--- src/rtl/seg_decoder_pkg.sv ---
// Shared display-link definitions: slot selects, segment codes, COMMAND bit
// positions and the slot-aware segment decoder used by both slot trackers.
package seg_decoder_pkg;

  localparam logic [3:0] SEL_LR    = 4'hE;
  localparam logic [3:0] SEL_FB    = 4'hD;
  localparam logic [3:0] SEL_BLANK = 4'hF;

  localparam logic [7:0] SEG_L   = 8'hC7;
  localparam logic [7:0] SEG_R   = 8'hAF;
  localparam logic [7:0] SEG_B   = 8'h83;
  localparam logic [7:0] SEG_F   = 8'h8E;
  localparam logic [7:0] SEG_NIL = 8'hFF;

  localparam int CMD_R = 0;
  localparam int CMD_L = 1;
  localparam int CMD_B = 2;
  localparam int CMD_F = 3;

  typedef enum logic {SLOT_LR, SLOT_FB} slot_e;

  typedef struct packed {
    logic       valid;
    logic [1:0] code;
  } seg_code_t;

  // Field code 2'b01 is R/B, 2'b10 is L/F, 2'b00 is a blank slot.
  function automatic seg_code_t decode_seg(slot_e slot, logic [7:0] digit);
    seg_code_t r;
    r.valid = 1'b1;
    r.code  = 2'b00;
    if (digit == SEG_NIL)
      r.code = 2'b00;
    else if (slot == SLOT_LR && digit == SEG_R)
      r.code = 2'b01;
    else if (slot == SLOT_LR && digit == SEG_L)
      r.code = 2'b10;
    else if (slot == SLOT_FB && digit == SEG_B)
      r.code = 2'b01;
    else if (slot == SLOT_FB && digit == SEG_F)
      r.code = 2'b10;
    else
      r.valid = 1'b0;
    return r;
  endfunction

  function automatic logic [3:0] pack_command(logic [1:0] lr, logic [1:0] fb);
    logic [3:0] c;
    c        = 4'h0;
    c[CMD_R] = lr[0];
    c[CMD_L] = lr[1];
    c[CMD_B] = fb[0];
    c[CMD_F] = fb[1];
    return c;
  endfunction

endpackage

--- src/rtl/seg_field_track.sv ---
// One command field: debounces repeated slot codes into a confirmed field value
// and clears it after the slot has been silent for TIMEOUT cycles.
module seg_field_track
  import seg_decoder_pkg::*;
#(
  parameter int    CONFIRM = 2,
  parameter int    TIMEOUT = 8,
  parameter slot_e SLOT    = SLOT_LR
) (
  input  logic       CLK,
  input  logic       RESET,
  input  logic       slot_active_i,
  input  logic [7:0] digit_i,
  output logic       sighting_o,
  output logic       illegal_o,
  output logic [1:0] field_o,
  output logic [1:0] field_next_o,
  output logic       silent_next_o
);

  localparam logic [2:0] CONFIRM_C = 3'(CONFIRM);
  localparam logic [7:0] TIMEOUT_C = 8'(TIMEOUT);

  logic [1:0] cand_q, cand_d;
  logic [2:0] count_q, count_d;
  logic [1:0] field_q, field_d;
  logic [7:0] silence_q, silence_d;
  seg_code_t  dec;
  logic       sighting;
  logic       illegal;

  always_comb begin
    dec       = decode_seg(SLOT, digit_i);
    sighting  = slot_active_i & dec.valid;
    illegal   = slot_active_i & ~dec.valid;
    cand_d    = cand_q;
    count_d   = count_q;
    field_d   = field_q;
    silence_d = sighting ? 8'd0
              : (silence_q == TIMEOUT_C) ? silence_q : silence_q + 8'd1;

    if (sighting) begin
      if (dec.code == cand_q) begin
        count_d = (count_q >= CONFIRM_C) ? CONFIRM_C : count_q + 3'd1;
      end else begin
        cand_d  = dec.code;
        count_d = 3'd1;
      end
      if (count_d == CONFIRM_C)
        field_d = cand_d;
    end else if (illegal) begin
      // A corrupted sample breaks the run but keeps the candidate.
      count_d = 3'd0;
    end

    if (silence_d == TIMEOUT_C) begin
      field_d = 2'b00;
      cand_d  = 2'b00;
      count_d = 3'd0;
    end
  end

  always_ff @(posedge CLK) begin
    if (RESET) begin
      cand_q    <= 2'b00;
      count_q   <= 3'd0;
      field_q   <= 2'b00;
      silence_q <= 8'd0;
    end else begin
      cand_q    <= cand_d;
      count_q   <= count_d;
      field_q   <= field_d;
      silence_q <= silence_d;
    end
  end

  assign sighting_o    = sighting;
  assign illegal_o     = illegal;
  assign field_o       = field_q;
  assign field_next_o  = field_d;
  assign silent_next_o = (silence_d == TIMEOUT_C);

endmodule

--- src/rtl/seg_decoder.sv ---
// Reconstructs the 4-bit motion command from the multiplexed 7-segment
// display drive, with per-slot debounce, timeout and link-lock tracking.
module seg_decoder
  import seg_decoder_pkg::*;
#(
  parameter int CONFIRM = 2,
  parameter int TIMEOUT = 8
) (
  input  logic       CLK,
  input  logic       RESET,
  input  logic [3:0] SEL,
  input  logic [7:0] DIGIT,
  output logic [3:0] COMMAND,
  output logic       UPDATE,
  output logic       ERR,
  output logic       LOCKED
);

  localparam logic SEARCH = 1'b0;
  localparam logic TRACK  = 1'b1;

  logic       state_q, state_d;
  logic       update_q, update_d;
  logic       err_q, err_d;
  logic       lr_sighting, fb_sighting;
  logic       lr_illegal, fb_illegal;
  logic       lr_silent, fb_silent;
  logic [1:0] lr_field, fb_field;
  logic [1:0] lr_field_next, fb_field_next;
  logic       sel_illegal, blank_illegal;

  seg_field_track #(.CONFIRM(CONFIRM), .TIMEOUT(TIMEOUT), .SLOT(SLOT_LR)) u_lr (
    .CLK           (CLK),
    .RESET         (RESET),
    .slot_active_i (SEL == SEL_LR),
    .digit_i       (DIGIT),
    .sighting_o    (lr_sighting),
    .illegal_o     (lr_illegal),
    .field_o       (lr_field),
    .field_next_o  (lr_field_next),
    .silent_next_o (lr_silent)
  );

  seg_field_track #(.CONFIRM(CONFIRM), .TIMEOUT(TIMEOUT), .SLOT(SLOT_FB)) u_fb (
    .CLK           (CLK),
    .RESET         (RESET),
    .slot_active_i (SEL == SEL_FB),
    .digit_i       (DIGIT),
    .sighting_o    (fb_sighting),
    .illegal_o     (fb_illegal),
    .field_o       (fb_field),
    .field_next_o  (fb_field_next),
    .silent_next_o (fb_silent)
  );

  always_comb begin
    sel_illegal   = (SEL != SEL_LR) && (SEL != SEL_FB) && (SEL != SEL_BLANK);
    blank_illegal = (SEL == SEL_BLANK) && (DIGIT != SEG_NIL);
    err_d         = lr_illegal | fb_illegal | sel_illegal | blank_illegal;
    // Both fields may move on the same edge; compare whole words for one pulse.
    update_d      = pack_command(lr_field_next, fb_field_next)
                    != pack_command(lr_field, fb_field);
    state_d       = state_q;
    case (state_q)
      SEARCH:  if (lr_sighting || fb_sighting) state_d = TRACK;
      TRACK:   if (lr_silent && fb_silent) state_d = SEARCH;
      default: state_d = SEARCH;
    endcase
  end

  always_ff @(posedge CLK) begin
    if (RESET) begin
      state_q  <= SEARCH;
      update_q <= 1'b0;
      err_q    <= 1'b0;
    end else begin
      state_q  <= state_d;
      update_q <= update_d;
      err_q    <= err_d;
    end
  end

  assign COMMAND = pack_command(lr_field, fb_field);
  assign UPDATE  = update_q;
  assign ERR     = err_q;
  assign LOCKED  = (state_q == TRACK);

endmodule

--- config.mk ---
export PLATFORM = sky130hd
export DESIGN_NAME = seg_decoder
export DESIGN_NICKNAME = d
export VERILOG_FILES = /design/src/rtl/seg_decoder_pkg.sv /design/src/rtl/seg_field_track.sv /design/src/rtl/seg_decoder.sv
export SDC_FILE = /design/constraint.sdc
export NUM_CORES = 1
export LEC_CHECK = 0
export CORE_ASPECT_RATIO = 1.25
export CORE_MARGIN = 3
export CORE_UTILIZATION = 60
export CTS_BUF_LIST = sky130_fd_sc_hd__clkbuf_8 sky130_fd_sc_hd__clkbuf_16
export DETAILED_ROUTE_END_ITERATION = 10
export PLACE_DENSITY = 0.84
export RECOVER_POWER = 50
export SYNTH_ARGS = -nofsm -noshare
export SYNTH_HDL_FRONTEND = slang
export SYNTH_SLANG_ARGS = --single-unit
export TNS_END_PERCENT = 1
--- constraint.sdc ---
create_clock -name CLK -period 6.5 [get_ports CLK]
set_input_delay 1.3 -clock CLK [delete_from_list [all_inputs] [get_ports CLK]]
set_output_delay 1.3 -clock CLK [all_outputs]
set_load 0.02 [all_outputs]
==> metrics.md <==
| Metric | Value |
|---|---|
| Status | `completed` |
| Initial antenna violation count | `0` |
| Root Buffer Master | `clkbuf_8` |
| Maximum vdd ir drop | `about 0.17 mV` |
| Clock slew at reported path FFs | `0.06 ns` |
| H-tree lvl count | `2` |
| Fraction of layout cells with a size suffix above 1 | `0.0517` |
| Cell taking the most area after synthesis | `dfxtp_1` |
| Number of global-route vias before repair | `1661` |
| Relative max-transition margin | `0.639` |
| Top FF cell, synth | `dfxtp_1` |
| Slew @ Worst Pin | `about 0.54 ns` |
| Critical path startpoint category | `primary input` |
| Setup TNS | `0 ns` |
| Post-Layout Cell Count | `between 300 and 400` |
| R2R Setup Slk | `4.14 ns` |
| Worst EP arrival | `~3.8 ns` |
| Total gr overflow | `0` |
| Setup violators final | `0` |
| Nets | `291` |
| GRT Resource Usage Total | `0.224` |
| Die H | `between 70 and 80 um` |
| RSZ-0062 raised after global routing | `no` |
| Drt total wl | `just over 4000 um` |
| Slowest cell on crit path | `dlygate4sd3_1` |
| Clk buf depth | `2` |
| Hold Vio Cnt, Final | `0` |
| CTS buffer count | `5` |
| Core Area | `0.00306 mm2` |
| CP Depth | `7` |
| Largest delay contributor family on the critical path | `simple AND/OR/NAND/NOR gates` |
| DR WL/cell | `13.5 um` |
| IO Count | `21` |
| WP buf/inv | `1` |
| Seq cells post-synth | `33` |
| P&R area growth vs syn | `14.5%` |
| Pre-antenna DRT Iters | `4` |
| TritonCTS clock tree | `built` |
| Initial Utilization | `0.654` |
| Vias/cell | `between 6 and 7` |
| Achievable frequency | `272 MHz` |
| Worst-Skew Late Latency | `between 0.2 and 0.3 ns` |
| Pin count of the biggest net entering global routing | `11` |
| Number of setup buffers added after CTS | `0` |
| Post-route ant nets | `0` |
| Yosys warning count | `0` |
| Routed vias | `1860` |
| Synth unique cells | `52` |
| Clock Skews | `between 0.004 and 0.005 ns` |
| Max Slew Vio Count | `0` |
| CP cell instances | `dlygate4sd3_1 -> or4bb_1 -> nor2_1 -> o31a_1 -> a221oi_1 -> a222oi_1 -> a41oi_1` |
| # DRC | `0` |
| Synth Instances | `between 200 and 300` |
| Critical path data required time | `6.66 ns` |
| Share of the synthesized area in the top cell type | `0.330` |
| Clock Sinks | `33` |
| Max-Cap Viols | `0` |
| Post-Synthesis Cell Area | `between 0.0015 and 0.002 mm2` |
| Met2 wire length | `1990 um` |
| Worst path max stage delay | `about 0.6 ns` |
| Hold slack | `around 0.47 ns` |
| FF-to-FF path depth | `8` |
| Routed wl met3 | `205 um` |
| Mean post-synth cell area | `7.93 um2` |
| DIE AREA | `a little over 0.004 mm2` |
| RePlAce Congestion | `0.898` |
| Worst R2R Start | `u_lr.silence_q[0]$_SDFF_PP0_` |
| First-pass GRT wire length | `~7200 um` |
| Die Wd | `about 58 um` |
| DP Cell Count | `299` |
| Resized Gates After CTS | `0` |
| Filler cells | `242` |
| Fin crit share | `0.565` |
| Post-synth EDFFs | `0` |
| Final Power | `roughly 0.00042 W` |
| Worst Setup EP | `UPDATE$_SDFF_PP0_` |
| Critical path peak fanout | `9` |
| Ys async rst share | `0` |
| Synth top area cells | `dfxtp_1 (33%), nor2_1 (6.9%), ha_1 (4.4%)` |
| Sequential area share after synthesis | `0.330` |
| Antenna cells | `0` |
| P_leak | `0.796 nW` |
| Worst setup EP type | `flip-flop` |
| Row count | `22` |
| IO buf count | `20` |
| CP Launch Point | `DIGIT[4]` |
| Tightest Hold Check Type | `flip-flop to flip-flop` |
| CTS hold repair buffers | `0` |
| WL met1 | `roughly 1800 um` |
| CP Class | `primary input to flip-flop` |
| PwrDens | `~180 mW/mm2` |
| Highest metal used | `met4` |
| Hpwl dp | `3190 um` |
| Post-layout min period | `about 3.7 ns` |
| Post-synth net total | `between 200 and 300` |
| Reg2reg end | `u_lr.field_o[1]$_SDFF_PP0_` |
| Drt initial violations | `86` |
==> Yosys cell counts (2+ instances only) <==
| cell | instances |
|---|---|
| nand2_1 | 15 |
| clkbuf_1 | 6 |
| nand2b_1 | 4 |
| inv_1 | 13 |
| dfxtp_1 | 33 |
| o22ai_1 | 2 |
| nand4b_1 | 2 |
| nor2_1 | 37 |
| or2_2 | 2 |
| a41oi_1 | 2 |
| or3_1 | 6 |
| or4bb_1 | 2 |
| a22oi_1 | 2 |
| nor2b_1 | 2 |
| nand3_1 | 10 |
| nand4_1 | 4 |
| xnor2_1 | 9 |
| o21ai_0 | 15 |
| ha_1 | 7 |
| nor4_1 | 7 |
| nor2_2 | 2 |
| nor3_1 | 9 |
| a21oi_1 | 16 |
| xor2_1 | 9 |
| o21a_1 | 3 |
| buf_2 | 2 |
| mux2i_1 | 3 |
| o2111ai_1 | 3 |
| o311ai_0 | 2 |
==> power breakdown <==
| group | leakage [nW] | switching [W] | internal (W) |
|---|---|---|---|
| clock | 0.0542 | 0.0000747 | 0.0000956 |
| combinational | 0.475 | 0.0000200 | 0.0000189 |
| sequential | 0.267 | 0.00000512 | 0.000206 |
==> routing by layer <==
metal	track usage	up-vias
li1	-	950
met1	0.278	854
met2	0.351	45
met3	0.0620	11
met4	0.113	0
met5	0	-
==> final cells by class <==
class	instances	area (um2)	area share
multi-input cells	197	1230	0.539
flip-flops and latches	33	661	0.289
repair buffers	20	200	0.0874
clock buffers	7	96.3	0.0421
inverters	13	48.8	0.0213
well taps	36	45.0	0.0197
clock inverters	1	5.00	0.00219
==> cell usage in the layout (no fill, tap or decap), drive strengths merged, types with 6 or more instances in the layout <==
cell type / synthesis / final
dfxtp: 33 / 33
nand2: 15 / 15
xor2: 9 / 9
clkdlybuf4s50: 0 / 12
nor4: 7 / 7
nor3: 10 / 10
nor2: 39 / 39
dlygate4sd3: 0 / 8
xnor2: 9 / 9
or3: 6 / 6
a21oi: 16 / 16
clkbuf: 6 / 7
nand3: 10 / 10
o21ai: 15 / 15
inv: 13 / 13
ha: 7 / 7
==> state kept, by name, indices dropped and copies added (netlist names) <==
signal,cells
LOCKED,1
ERR,1
u_lr.cand_q,2
u_lr.silence_q,8
u_fb.field_o,2
u_fb.silence_q,8
UPDATE,1
u_lr.count_q,3
u_fb.count_q,3
u_lr.field_o,2
u_fb.cand_q,2
==> how the worst min path moves through the flow <==
| stage | endpoint | from | cells after the start |
|---|---|---|---|
| 2_1_floorplan | u_lr.cand_q[0]$_SDFFE_PP0N_ | u_lr.cand_q[0]$_SDFFE_PP0N_ | 2 |
| 3_3_place_gp | u_lr.cand_q[0]$_SDFFE_PP0N_ | u_lr.cand_q[0]$_SDFFE_PP0N_ | 2 |
| 3_5_place_dp | u_lr.cand_q[0]$_SDFFE_PP0N_ | u_lr.cand_q[0]$_SDFFE_PP0N_ | 2 |
| 4_1_cts | u_lr.cand_q[0]$_SDFFE_PP0N_ | u_lr.cand_q[0]$_SDFFE_PP0N_ | 2 |
| 5_1_grt | u_lr.cand_q[0]$_SDFFE_PP0N_ | u_lr.cand_q[0]$_SDFFE_PP0N_ | 2 |
| 6_report | u_lr.cand_q[0]$_SDFFE_PP0N_ | u_lr.cand_q[0]$_SDFFE_PP0N_ | 2 |
==> stage by stage <==
stage                     setup WS, ns  area, um2   util
after floorplan                   3.43       2000      -
after global placement            2.87       2200  0.720
after detailed placement          2.81       2200  0.720
after CTS                         3.11       2300  0.753
after global routing              2.60       2290  0.749
final                             2.83       2290  0.749
==> worst reg2reg max path, cell delays in order, from the launching register on <==
cell      delay [ns]
dfxtp_1         0.42
inv_1           0.09
ha_1            0.31
nor2b_1         0.17
nand3_1         0.11
o22a_1          0.22
a221oi_1        0.45
or2_0           0.38
nor2_1          0.09
==> cells by family (layout without fill, tap and decap cells) <==
| family | count (synthesis) | count (layout) | share of synthesized area |
|---|---|---|---|
| flip-flops | 33 | 33 | 0.330 |
| AO/OA/AOI/OAI | 57 | 57 | 0.189 |
| adder cells (fa/ha/maj) | 7 | 7 | 0.0438 |
| AND/OR/NAND/NOR | 112 | 112 | 0.297 |
| XOR/XNOR | 18 | 18 | 0.0789 |
| multiplexers | 3 | 3 | 0.0150 |
| buffers and inverters | 22 | 41 | 0.0463 |
Note: power is estimated with default switching activity, not from simulation.
